[config.mk]
export PLATFORM = sky130hd
export DESIGN_NAME = instr_assembler
export DESIGN_NICKNAME = d
export VERILOG_FILES = /design/src/rtl/instr_asm_pkg.sv /design/src/rtl/instr_asm_range_check.sv /design/src/rtl/instr_assembler.sv
export SDC_FILE = /design/constraint.sdc
export NUM_CORES = 1
export LEC_CHECK = 0
export CELL_PAD_IN_SITES_DETAIL_PLACEMENT = 1
export CELL_PAD_IN_SITES_GLOBAL_PLACEMENT = 2
export CORE_MARGIN = 5
export CORE_UTILIZATION = 25
export DETAILED_ROUTE_END_ITERATION = 10
export PLACE_DENSITY_LB_ADDON = 0.1
export SYNTH_ARGS = -nofsm -noshare
export SYNTH_HDL_FRONTEND = slang
export SYNTH_HIERARCHICAL = 1
export SYNTH_SLANG_ARGS = --single-unit
[constraint.sdc]
create_clock -name clk -period 1.65 [get_ports clk]
set_input_delay 0.33 -clock clk [delete_from_list [all_inputs] [get_ports clk]]
set_output_delay 0.33 -clock clk [all_outputs]
set_load 0.02 [all_outputs]
[src/rtl/instr_asm_pkg.sv]
// Shared types for the RV32I instruction assembler: immediate formats, error causes
// and the write-pointer step.
package instr_asm_pkg;

  typedef enum logic [2:0] {
    IMM_I   = 3'b000,
    IMM_S   = 3'b001,
    IMM_B   = 3'b010,
    IMM_R   = 3'b011,
    IMM_J   = 3'b100,
    IMM_U   = 3'b101,
    IMM_IZ  = 3'b110,
    IMM_ILL = 3'b111
  } imm_src_e;

  typedef enum logic [1:0] {
    ERR_NONE     = 2'b00,
    ERR_RANGE    = 2'b01,
    ERR_MISALIGN = 2'b10,
    ERR_ILLEGAL  = 2'b11
  } err_code_e;

  localparam int unsigned INSTR_STEP = 4;

  // True when v[31:lsb] are all copies of one bit, i.e. v fits a signed field ending at lsb.
  function automatic logic upper_uniform(input logic [31:0] v, input logic [4:0] lsb);
    logic [31:0] top_s;
    top_s = 32'($signed(v) >>> lsb);
    return (top_s == 32'h0000_0000) || (top_s == 32'hFFFF_FFFF);
  endfunction

endpackage

[src/rtl/instr_asm_range_check.sv]
// Combinational legality check of an immediate against its encoding format;
// misalignment outranks a range violation.
module imm_range_check
  import instr_asm_pkg::*;
(
  input  imm_src_e    imm_src,
  input  logic [31:0] imm,
  output logic        ok,
  output err_code_e   err_code
);

  logic range_ok_s;
  logic misalign_s;
  logic illegal_s;

  // Per-format representability and alignment
  always_comb begin
    range_ok_s = 1'b1;
    misalign_s = 1'b0;
    illegal_s  = 1'b0;
    case (imm_src)
      IMM_I, IMM_S: range_ok_s = upper_uniform(imm, 5'd11);
      IMM_IZ:       range_ok_s = (imm[31:12] == 20'h0_0000);
      IMM_B: begin
        range_ok_s = upper_uniform(imm, 5'd12);
        misalign_s = imm[0];
      end
      IMM_J: begin
        range_ok_s = upper_uniform(imm, 5'd20);
        misalign_s = imm[0];
      end
      IMM_U:        range_ok_s = (imm[11:0] == 12'h000);
      IMM_R:        range_ok_s = 1'b1;
      default:      illegal_s  = 1'b1;
    endcase
  end

  // Collapse the individual findings into a single verdict
  always_comb begin
    if (illegal_s) begin
      ok       = 1'b0;
      err_code = ERR_ILLEGAL;
    end else if (misalign_s) begin
      ok       = 1'b0;
      err_code = ERR_MISALIGN;
    end else if (!range_ok_s) begin
      ok       = 1'b0;
      err_code = ERR_RANGE;
    end else begin
      ok       = 1'b1;
      err_code = ERR_NONE;
    end
  end

endmodule

[src/rtl/instr_assembler.sv]
// Packs opcode, register fields and an immediate into an RV32I word and streams it to
// instruction memory through a two-stage (check, pack) valid/ready pipeline.
module instr_assembler
  import instr_asm_pkg::*;
#(
  parameter int ADDRESS_WIDTH = 32,
  parameter int ERR_CNT_W     = 8
) (
  input  logic                     clk,
  input  logic                     rst_n,
  input  logic                     in_valid,
  output logic                     in_ready,
  input  logic [2:0]               imm_src,
  input  logic [31:0]              imm,
  input  logic [6:0]               opcode,
  input  logic [4:0]               rd,
  input  logic [4:0]               rs1,
  input  logic [4:0]               rs2,
  input  logic [2:0]               funct3,
  input  logic [6:0]               funct7,
  input  logic                     load_base,
  input  logic [ADDRESS_WIDTH-1:0] base_addr,
  output logic                     out_valid,
  input  logic                     out_ready,
  output logic [ADDRESS_WIDTH-1:0] wr_addr,
  output logic [31:0]              wr_data,
  output logic                     busy,
  output logic                     err,
  output logic [1:0]               err_code,
  output logic [ERR_CNT_W-1:0]     err_cnt
);

  logic        s1_valid_r, s1_ok_r;
  imm_src_e    s1_src_r;
  err_code_e   s1_code_r;
  logic [31:0] s1_imm_r;
  logic [6:0]  s1_opcode_r, s1_funct7_r;
  logic [4:0]  s1_rd_r, s1_rs1_r, s1_rs2_r;
  logic [2:0]  s1_funct3_r;

  logic        chk_ok_s;
  err_code_e   chk_code_s;
  logic        s2_adv_s, accept_s;
  logic [31:0] packed_s;
  logic [ADDRESS_WIDTH-1:0] base_aligned_s;
  logic        unused_base_s;

  assign s2_adv_s       = !out_valid || out_ready;
  assign in_ready       = rst_n && !load_base && (!s1_valid_r || s2_adv_s);
  assign accept_s       = in_valid && in_ready;
  assign busy           = s1_valid_r || out_valid;
  assign base_aligned_s = {base_addr[ADDRESS_WIDTH-1:2], 2'b00};
  assign unused_base_s  = ^base_addr[1:0];

  imm_range_check u_range_check (
    .imm_src  (imm_src_e'(imm_src)),
    .imm      (imm),
    .ok       (chk_ok_s),
    .err_code (chk_code_s)
  );

  // S1: capture an accepted request together with its range-check verdict
  always_ff @(posedge clk) begin
    if (!rst_n) begin
      s1_valid_r  <= 1'b0;
      s1_ok_r     <= 1'b0;
      s1_src_r    <= IMM_I;
      s1_code_r   <= ERR_NONE;
      s1_imm_r    <= 32'h0;
      s1_opcode_r <= 7'h0;
      s1_funct7_r <= 7'h0;
      s1_rd_r     <= 5'h0;
      s1_rs1_r    <= 5'h0;
      s1_rs2_r    <= 5'h0;
      s1_funct3_r <= 3'h0;
    end else if (accept_s) begin
      s1_valid_r  <= 1'b1;
      s1_ok_r     <= chk_ok_s;
      s1_src_r    <= imm_src_e'(imm_src);
      s1_code_r   <= chk_code_s;
      s1_imm_r    <= imm;
      s1_opcode_r <= opcode;
      s1_funct7_r <= funct7;
      s1_rd_r     <= rd;
      s1_rs1_r    <= rs1;
      s1_rs2_r    <= rs2;
      s1_funct3_r <= funct3;
    end else if (s2_adv_s) begin
      s1_valid_r  <= 1'b0;
    end else begin
      s1_valid_r  <= s1_valid_r;
    end
  end

  // Field scatter for every encodable format
  always_comb begin
    packed_s = 32'h0;
    case (s1_src_r)
      IMM_I, IMM_IZ: packed_s = {s1_imm_r[11:0], s1_rs1_r, s1_funct3_r, s1_rd_r, s1_opcode_r};
      IMM_S: packed_s = {s1_imm_r[11:5], s1_rs2_r, s1_rs1_r, s1_funct3_r, s1_imm_r[4:0], s1_opcode_r};
      IMM_B: packed_s = {s1_imm_r[12], s1_imm_r[10:5], s1_rs2_r, s1_rs1_r, s1_funct3_r,
                         s1_imm_r[4:1], s1_imm_r[11], s1_opcode_r};
      IMM_J: packed_s = {s1_imm_r[20], s1_imm_r[10:1], s1_imm_r[11], s1_imm_r[19:12],
                         s1_rd_r, s1_opcode_r};
      IMM_U: packed_s = {s1_imm_r[31:12], s1_rd_r, s1_opcode_r};
      IMM_R: packed_s = {s1_funct7_r, s1_rs2_r, s1_rs1_r, s1_funct3_r, s1_rd_r, s1_opcode_r};
      default: packed_s = 32'h0;
    endcase
  end

  // S2: packed word for memory; a rejected request leaves a bubble and the old data
  always_ff @(posedge clk) begin
    if (!rst_n) begin
      out_valid <= 1'b0;
      wr_data   <= 32'h0;
    end else if (s2_adv_s) begin
      out_valid <= s1_valid_r && s1_ok_r;
      wr_data   <= (s1_valid_r && s1_ok_r) ? packed_s : wr_data;
    end else begin
      out_valid <= out_valid;
      wr_data   <= wr_data;
    end
  end

  // Write pointer: steps per completed write, reloadable only while the pipe is empty
  always_ff @(posedge clk) begin
    if (!rst_n) begin
      wr_addr <= {ADDRESS_WIDTH{1'b0}};
    end else if (out_valid && out_ready) begin
      wr_addr <= wr_addr + ADDRESS_WIDTH'(INSTR_STEP);
    end else if (load_base && !busy) begin
      wr_addr <= base_aligned_s;
    end else begin
      wr_addr <= wr_addr;
    end
  end

  // Drop accounting: saturating count, first cause kept sticky
  always_ff @(posedge clk) begin
    if (!rst_n) begin
      err      <= 1'b0;
      err_code <= 2'b00;
      err_cnt  <= {ERR_CNT_W{1'b0}};
    end else if (s1_valid_r && !s1_ok_r && s2_adv_s) begin
      err      <= 1'b1;
      err_code <= err ? err_code : s1_code_r;
      err_cnt  <= (err_cnt == {ERR_CNT_W{1'b1}}) ? err_cnt
                                                 : err_cnt + {{(ERR_CNT_W-1){1'b0}}, 1'b1};
    end else begin
      err      <= err;
      err_code <= err_code;
      err_cnt  <= err_cnt;
    end
  end

endmodule

==> implementation parameters, run 1 <==
Parameter                              Value

Power and ir drop
  Ratio of total power to cell area    a little under 800 nW/um^2
  Leakage power total    4.60 nW
  Total power    0.00874 W
  Worst vdd rail ir drop    ~0.48 mV

Floorplan
  Initial core utilization    about a quarter
  Die boundary height    ~170 um
  Horizontal extent of the die    between 150 and 200 um
  CORE AREA    26200 um^2
  I/O pin count    182
  Std-Cell Rows    59
  Floorplan die area    30100 um^2

STA
  Worst slew pin tran    0.692 ns
  Maximum frequency from static timing analysis    about 0.59 GHz
  Unrepaired setup endpoints after global routing    true
  Least setup slack across all paths after layout    -0.0373 ns
  Part of the cycle the worst path needs    102%
  Final-report hold violation count    0
  Number of pins exceeding their max-slew limit in the final report    0
  # setup viols final    25
  Max_slew headroom    53.9%
  Crit path time final    roughly 1.7 ns
  Setup clock skew after layout    0.0177 ns

Clocking
  H-tree depth    4
  Clk buf depth    2
  Clk_lat worst skew    0.42 ns
  Clock buffers created by TritonCTS    17
  TritonCTS clock tree    done
  Clk sinks    145
  Clock slew seen by the registers of the worst setup and hold paths    0.07 ns
  Root buf cell    sky130_fd_sc_hd__clkbuf_16

Worst setup path
  Required time at the worst-slack endpoint    1.94 ns
  Critical path endpoint category    register
  Register-to-Register Path Depth    9
  Max Fanout on Critical Path    4
  Cells along the critical path    dlygate4sd2_1, nand4_1, or3_4, o41ai_4, a21oi_2, a32o_1, nand2_1, a21oi_2
  Cell at the slowest stage of the critical path    sky130_fd_sc_hd__or3_4
  Reg2reg start    out_valid
  Largest stage delay on the critical path    0.43 ns
  Worst r2r dst    s1_funct7_r[5]
  Family with the most delay on the worst path    compound AO/OA/AOI/OAI gates
  Setup slack of the most critical reg-to-reg path    -0.04 ns
  Arrival @ worst endpoint    1.98 ns
  Type of the setup path with the least slack    in -> reg
  Count of buffering cells on the critical path with inverters included    1
  CP dominant cell by count    sky130_fd_sc_hd__a21oi_2
  Startpoint type of the worst setup path    input pin

Yosys
  Post-synthesis cell type count    66
  Post-synthesis instance area    6690 um^2
  Most instantiated flip-flop cell in the synthesis netlist    sky130_fd_sc_hd__dfxtp_1
  Mapped Avg Cell Area    7.86 um^2
  Proportion of synthesized chip area in sequential cells    a little over two fifths
  Number of warnings issued by yosys    6
  Number of flops mapped to enable cells by yosys    0
  Gate count of the mapped netlist    851
  Async set or reset register ratio after synthesis    0%
  FF+latch count, synth    145

Drt
  DR pass1 iterations    4
  Post-detailed-route DRC marker count    0
  Wire length per cell after detailed routing    18.2 um
  Total detailed-routing wirelength    27.0 mm
  Overall via count from detail_route    around 7100
  Avg Vias per Cell    4.80
  Number of DRC violations after detailed-routing iteration 0    ~320
  Post-route antenna net violation count    0

Final layout
  Leading cell types in the layout, fill and taps excluded    sky130_fd_sc_hd__nand2_1, sky130_fd_sc_hd__dfxtp_1, sky130_fd_sc_hd__buf_4
  Filler cell count    3123
  Layout cell share with drive strength beyond 1    27.5%
  # nets final    roughly 1200
  Area growth from synthesis to layout    65.2%
  Antenna cells    0
  Post-route insts no fill    1484
  Leading cell type in the layout, fill and taps excluded    sky130_fd_sc_hd__nand2_1

Placed design
  IO buf count    roughly 180
  Number of placed instances, taps included    roughly 1400
  Final weighted congestion in routability-driven placement    0.786
  Post-DP HPWL    19.3 mm
  Pre-CTS worst setup slack    -0.688 ns

Global routing
  Antenna violations before repair    1
  First-pass GRT wire length    40.9 mm
  Vias in the first global route    7174
  Global route total overflow    0
  All-layer global routing usage    17.0%
  Largest net degree at the start of global routing    81

Hold path
  Worst Min Path Start    imm[5]
  Worst Hold End    s1_imm_r[5]
  Path class of the lowest-slack min-delay path    in -> reg
  Count of cells along the worst hold path    3

Status
  Failing checks    setup timing
  Outcome    finished with violations

Run
  Number of max-cap violations    0
-- per-stage QoR --
step,hold WS [ns],TNS [ns],area (um^2),util (%)
finish,0.281,-0.304,11000,42.2
global placement,0.445,-72.61,9730,37.1
detailed placement,0.450,-75.59,9730,37.1
global route,0.289,-3.24,11000,42.2
floorplan,0.432,-0.0207,6730,-
CTS,0.302,-1.48,10600,40.5
-- synthesized netlist by cell type (4+ instances only) --
cell	n	area share, %
sky130_fd_sc_hd__xnor2_1	4	0.52
sky130_fd_sc_hd__clkbuf_1	44	2.5
sky130_fd_sc_hd__nand2b_1	8	0.75
sky130_fd_sc_hd__nor3_1	16	1.2
sky130_fd_sc_hd__nor4_1	10	0.94
sky130_fd_sc_hd__buf_2	6	0.45
sky130_fd_sc_hd__a31oi_1	10	0.94
sky130_fd_sc_hd__o21a_1	6	0.67
sky130_fd_sc_hd__mux2i_1	5	0.75
sky130_fd_sc_hd__nand4_1	13	1.2
sky130_fd_sc_hd__a21oi_1	120	9.0
sky130_fd_sc_hd__nor2b_1	18	1.7
sky130_fd_sc_hd__and2_1	8	0.75
sky130_fd_sc_hd__mux2_2	4	0.67
sky130_fd_sc_hd__or3_1	7	0.66
sky130_fd_sc_hd__o21ai_0	27	2.0
sky130_fd_sc_hd__a22oi_1	17	1.9
sky130_fd_sc_hd__o211ai_1	13	1.5
sky130_fd_sc_hd__nand3_1	21	1.6
sky130_fd_sc_hd__dfxtp_1	145	43
sky130_fd_sc_hd__xor2_1	8	1.0
sky130_fd_sc_hd__a221oi_1	12	1.6
sky130_fd_sc_hd__nand2_1	196	11
sky130_fd_sc_hd__nor2_1	51	2.9
sky130_fd_sc_hd__inv_1	7	0.39
sky130_fd_sc_hd__buf_4	10	1.1
sky130_fd_sc_hd__and3_1	10	0.94
-- area by class of cell --
type                       instances  area, um^2  area share, %
tap                              335         419           3.79
timing repair buffer             325        3080           27.9
clock buffer                      18         429           3.88
sequential                       145        2950           26.7
multi-input combinational        639        3990           36.1
clock inverter                    14         144           1.30
inverter                           8        32.5          0.294
-- layer usage --
layer	global-route usage [%]	up-vias	share of wire, %
met2	27.7	132	47
li1	-	3559	-
met4	3.99	2	1.2
met5	0	-	0.026
met3	3.36	17	3.6
met1	23.4	3416	48
-- worst max-delay path by stage --
stage | endpoint | slack [ns] | cells past startpoint | startpoint
floorplan | wr_addr[20] | -0.02 | 5 | wr_addr[12]
global placement | in_ready | -0.67 | 4 | out_ready
detailed placement | in_ready | -0.69 | 4 | out_ready
CTS | in_ready | -0.16 | 3 | out_valid
global route | s1_code_r[0] | -0.11 | 8 | imm[20]
finish | s1_code_r[0] | -0.04 | 8 | imm[20]
-- tightest hold or removal path, cell delays in order --
cell and delay [ns]:
sky130_fd_sc_hd__dlymetal6s2s_1 0.17, sky130_fd_sc_hd__nand2_1 0.08, sky130_fd_sc_hd__a21oi_1 0.06
-- timing repair --
| item | CTS | global route |
|---|---|---|
| setup endpoints to repair | 189 | 120 |
| buffers inserted | 10 | 7 |
| gates cloned | 4 | 2 |
| gates resized for setup | 152 | 116 |
| pin swaps | 25 | 43 |
| hold buffers | 0 | 0 |
-- flip-flops by register name, summed over array words and instances, names as in the netlist --
name,flops
wr_data,32
err_cnt,8
err_code,2
s1_rs1_r,5
s1_opcode_r,7
wr_addr,30
s1_valid_r,1
s1_funct3_r,3
s1_rd_r,5
err,1
s1_rs2_r,5
s1_code_r,2
s1_imm_r,32
s1_funct7_r,7
out_valid,1
s1_ok_r,1
s1_src_r,3
-- power by group --
| group | internal [W] | leakage, nW | switching (W) | total [W] |
|---|---|---|---|---|
| registers | 0.00361 | 1.19 | 0.000102 | 0.00371 |
| logic | 0.000610 | 3.14 | 0.000595 | 0.00121 |
| clock network | 0.00213 | 0.274 | 0.00170 | 0.00383 |
-- cell families (layout without fill, tap and decap cells) --
family	Yosys count	in the layout	synth area share, %
AO/OA/AOI/OAI	233	233	21.3
XOR/XNOR	12	12	1.57
adder cells (fa/ha/maj)	2	2	0.374
buffers and inverters	68	365	4.49
flip-flops	145	145	43.4
multiplexers	10	10	1.59
other	1	2	0.0561
AND/OR/NAND/NOR	380	380	27.2
No activity file was read; power rests on OpenSTA's default activity.
==> run 2, diff against run 1 <==
==> constraint.sdc (replaced) <==
create_clock -name clk -period 1.45 [get_ports clk]
set_input_delay 0.29 -clock clk [delete_from_list [all_inputs] [get_ports clk]]
set_output_delay 0.29 -clock clk [all_outputs]
set_load 0.02 [all_outputs]
==> run 2 against run 1 <==
Against the previous run: the flow still finishes with violations (setup timing); critical path depth grew 1; combinational power up 36%; register-to-register slack worse by 0.20 ns; critical endpoint is now s1_rd_r[1]; final cell count increased by 3.9%.
==> implementation parameters, run 2 (synthesis results as in run 1) <==
Parameter                              Value

Worst setup path
  Critical path endpoint category    register
  Family with the most delay on the worst path    buffers and inverters
  Count of buffering cells on the critical path with inverters included    4 (+3)
  Largest stage delay on the critical path    0.36 ns (-0.07 ns)
  CP dominant cell by count    sky130_fd_sc_hd__buf_12
  Cells along the critical path    nor2b_4, a211oi_4, buf_6, and2_4, buf_12, buf_12, buf_12, nand2_4, a21oi_1
  Type of the setup path with the least slack    reg -> reg
  Required time at the worst-slack endpoint    1.80 ns (-0.14 ns)
  Arrival @ worst endpoint    2.03 ns (+0.05 ns)
  Cell at the slowest stage of the critical path    sky130_fd_sc_hd__dfxtp_4
  Startpoint type of the worst setup path    register
  Max Fanout on Critical Path    6 (+2)

Placed design
  Pre-CTS worst setup slack    -0.788 ns (-0.0992 ns)
  Post-DP HPWL    19.2 mm (-0.35%)
  Total cell area at the placement stage    10000 um^2 (+2.7%)
  IO buf count    177 (unchanged)
  Final weighted congestion in routability-driven placement    0.796 (+1.4%)

Clocking
  Clock slew seen by the registers of the worst setup and hold paths    0.07 ns (about the same)
  Number of hold-repair buffers added at the cts stage    0 (unchanged)
  TritonCTS clock tree    done
  H-tree depth    4 (unchanged)
  Clk_lat worst skew    0.43 ns (about the same)
  Root buf cell    sky130_fd_sc_hd__clkbuf_16
  Clock buffers created by TritonCTS    17 (unchanged)
  Clk buf depth    2 (unchanged)
  Clk sinks    145 (unchanged)

Floorplan
  CORE AREA    26200 um^2 (unchanged)
  I/O pin count    182 (unchanged)
  Initial core utilization    25.5% (unchanged)
  Floorplan die area    30100 um^2 (unchanged)
  Die boundary height    174 um (unchanged)
  Horizontal extent of the die    174 um (unchanged)
  Std-Cell Rows    59 (unchanged)

Power and ir drop
  Worst vdd rail ir drop    0.750 mV (+55%)
  Ratio of total power to cell area    845 nW/um^2 (+6.7%)
  Leakage power total    5.03 nW (+9.4%)
  Total power    0.0106 W (+21%)

STA
  Unrepaired setup endpoints after global routing    true
  Final-report hold violation count    0 (unchanged)
  Max_slew headroom    59.4% (+5.5 points)
  # setup viols final    133 (+430%)
  Number of pins exceeding their max-slew limit in the final report    0 (unchanged)
  Least setup slack across all paths after layout    -0.234 ns (-0.196 ns)
  Maximum frequency from static timing analysis    0.594 GHz
  Part of the cycle the worst path needs    116%
  Worst slew pin tran    0.609 ns (-0.0825 ns)
  Setup clock skew after layout    0.0168 ns (-0.000944 ns)
  Crit path time final    1.68 ns

Final layout
  # nets final    1300 (+4.7%)
  Leading cell type in the layout, fill and taps excluded    sky130_fd_sc_hd__buf_4
  Filler cell count    2952 (-5.5%)
  Layout cell share with drive strength beyond 1    44.2% (+17 points)
  Final Util    47.7% (+5.6 points)
  Antenna cells    0 (unchanged)
  Regs by FF count    s1_imm_r x32, wr_data x32, wr_addr x30
  Area growth from synthesis to layout    87.1%
  Fin area    12500 um^2 (+13%)
  Leading cell types in the layout, fill and taps excluded    sky130_fd_sc_hd__buf_4, sky130_fd_sc_hd__nand2_1, sky130_fd_sc_hd__dfxtp_1

Drt
  Post-route antenna net violation count    0 (unchanged)
  Total detailed-routing wirelength    29.2 mm (+7.9%)
  Avg Vias per Cell    4.87 (+1.5%)
  Overall via count from detail_route    7512 (+5.4%)
  Wire length per cell after detailed routing    18.9 um (+3.9%)
  Number of DRC violations after detailed-routing iteration 0    275 (-15%)
  DR pass1 iterations    4 (unchanged)
  Post-detailed-route DRC marker count    0 (unchanged)

Run
  Number of max-cap violations    0 (unchanged)

Hold path
  Path class of the lowest-slack min-delay path    in -> reg

Status
  Failing checks    setup timing
  Outcome    finished with violations

Global routing
  Vias in the first global route    7834 (+9.2%)
  Antenna violations before repair    0 (-1)
  All-layer global routing usage    18.6% (+1.6 points)
  First-pass GRT wire length    44.9 mm (+9.9%)
  Largest net degree at the start of global routing    109 (+35%)
  Global route total overflow    0 (unchanged)
==> run 2: metal layers <==
layer  track usage, %  routed length (um)  share of wire [%]
met4             2.99                 332                1.1
met1             25.4               13600                 47
met2             30.8               14000                 48
met3             4.25                1250                4.3
met5                0                   0                  0
==> run 2: layout make-up <==
| cell class | instances | area (um^2) | share of cell area, % |
|---|---|---|---|
| inverter | 8 | 32.5 | 0.260 |
| tap | 335 | 419 | 3.35 |
| sequential | 145 | 3000 | 24.0 |
| clock buffer | 17 | 425 | 3.40 |
| multi-input combinational | 640 | 4620 | 36.9 |
| clock inverter | 15 | 186 | 1.49 |
| timing repair buffer | 382 | 3830 | 30.6 |
==> run 2: final timing paths <==
check / from / end / slack (ns) / cells past startpoint
setup reg to reg: out_valid / s1_rd_r[1] / -0.23 / 9
hold reg to reg: wr_data[11] / wr_data[11] / 0.45 / 2
setup / recovery: out_valid / s1_rd_r[1] / -0.23 / 9
hold / removal: imm[28] / s1_imm_r[28] / 0.15 / 3
==> run 2: what timing repair did <==
item                       4_1_cts  5_1_grt
setup endpoints to repair      216      172
gates resized for setup        422      177
buffers inserted                22       23
hold endpoints to repair         0        0
pin swaps                       92       83
gates cloned                    15        7
==> run 2: tightest hold or removal path: stages <==
cell	delay [ns]
sky130_fd_sc_hd__buf_2	0.11
sky130_fd_sc_hd__nand2_1	0.07
sky130_fd_sc_hd__a21oi_1	0.06
==> run 2: per-stage QoR <==
step           TNS [ns]  hold slack, ns  std cells
2_1_floorplan    -11.80           0.416        852
3_3_place_gp     -81.37           0.443       1450
3_5_place_dp     -85.06           0.447       1450
4_1_cts          -14.46           0.152       1517
5_1_grt          -27.24           0.168       1542
6_report         -18.44           0.152       1542
==> run 2: where the power goes <==
| part | total (W) | switching [W] | internal, W |
|---|---|---|---|
| registers | 0.00421 | 0.000119 | 0.00409 |
| clock network | 0.00472 | 0.00208 | 0.00264 |
| logic | 0.00164 | 0.000782 | 0.000856 |
| total | 0.0106 | 0.00298 | 0.00759 |
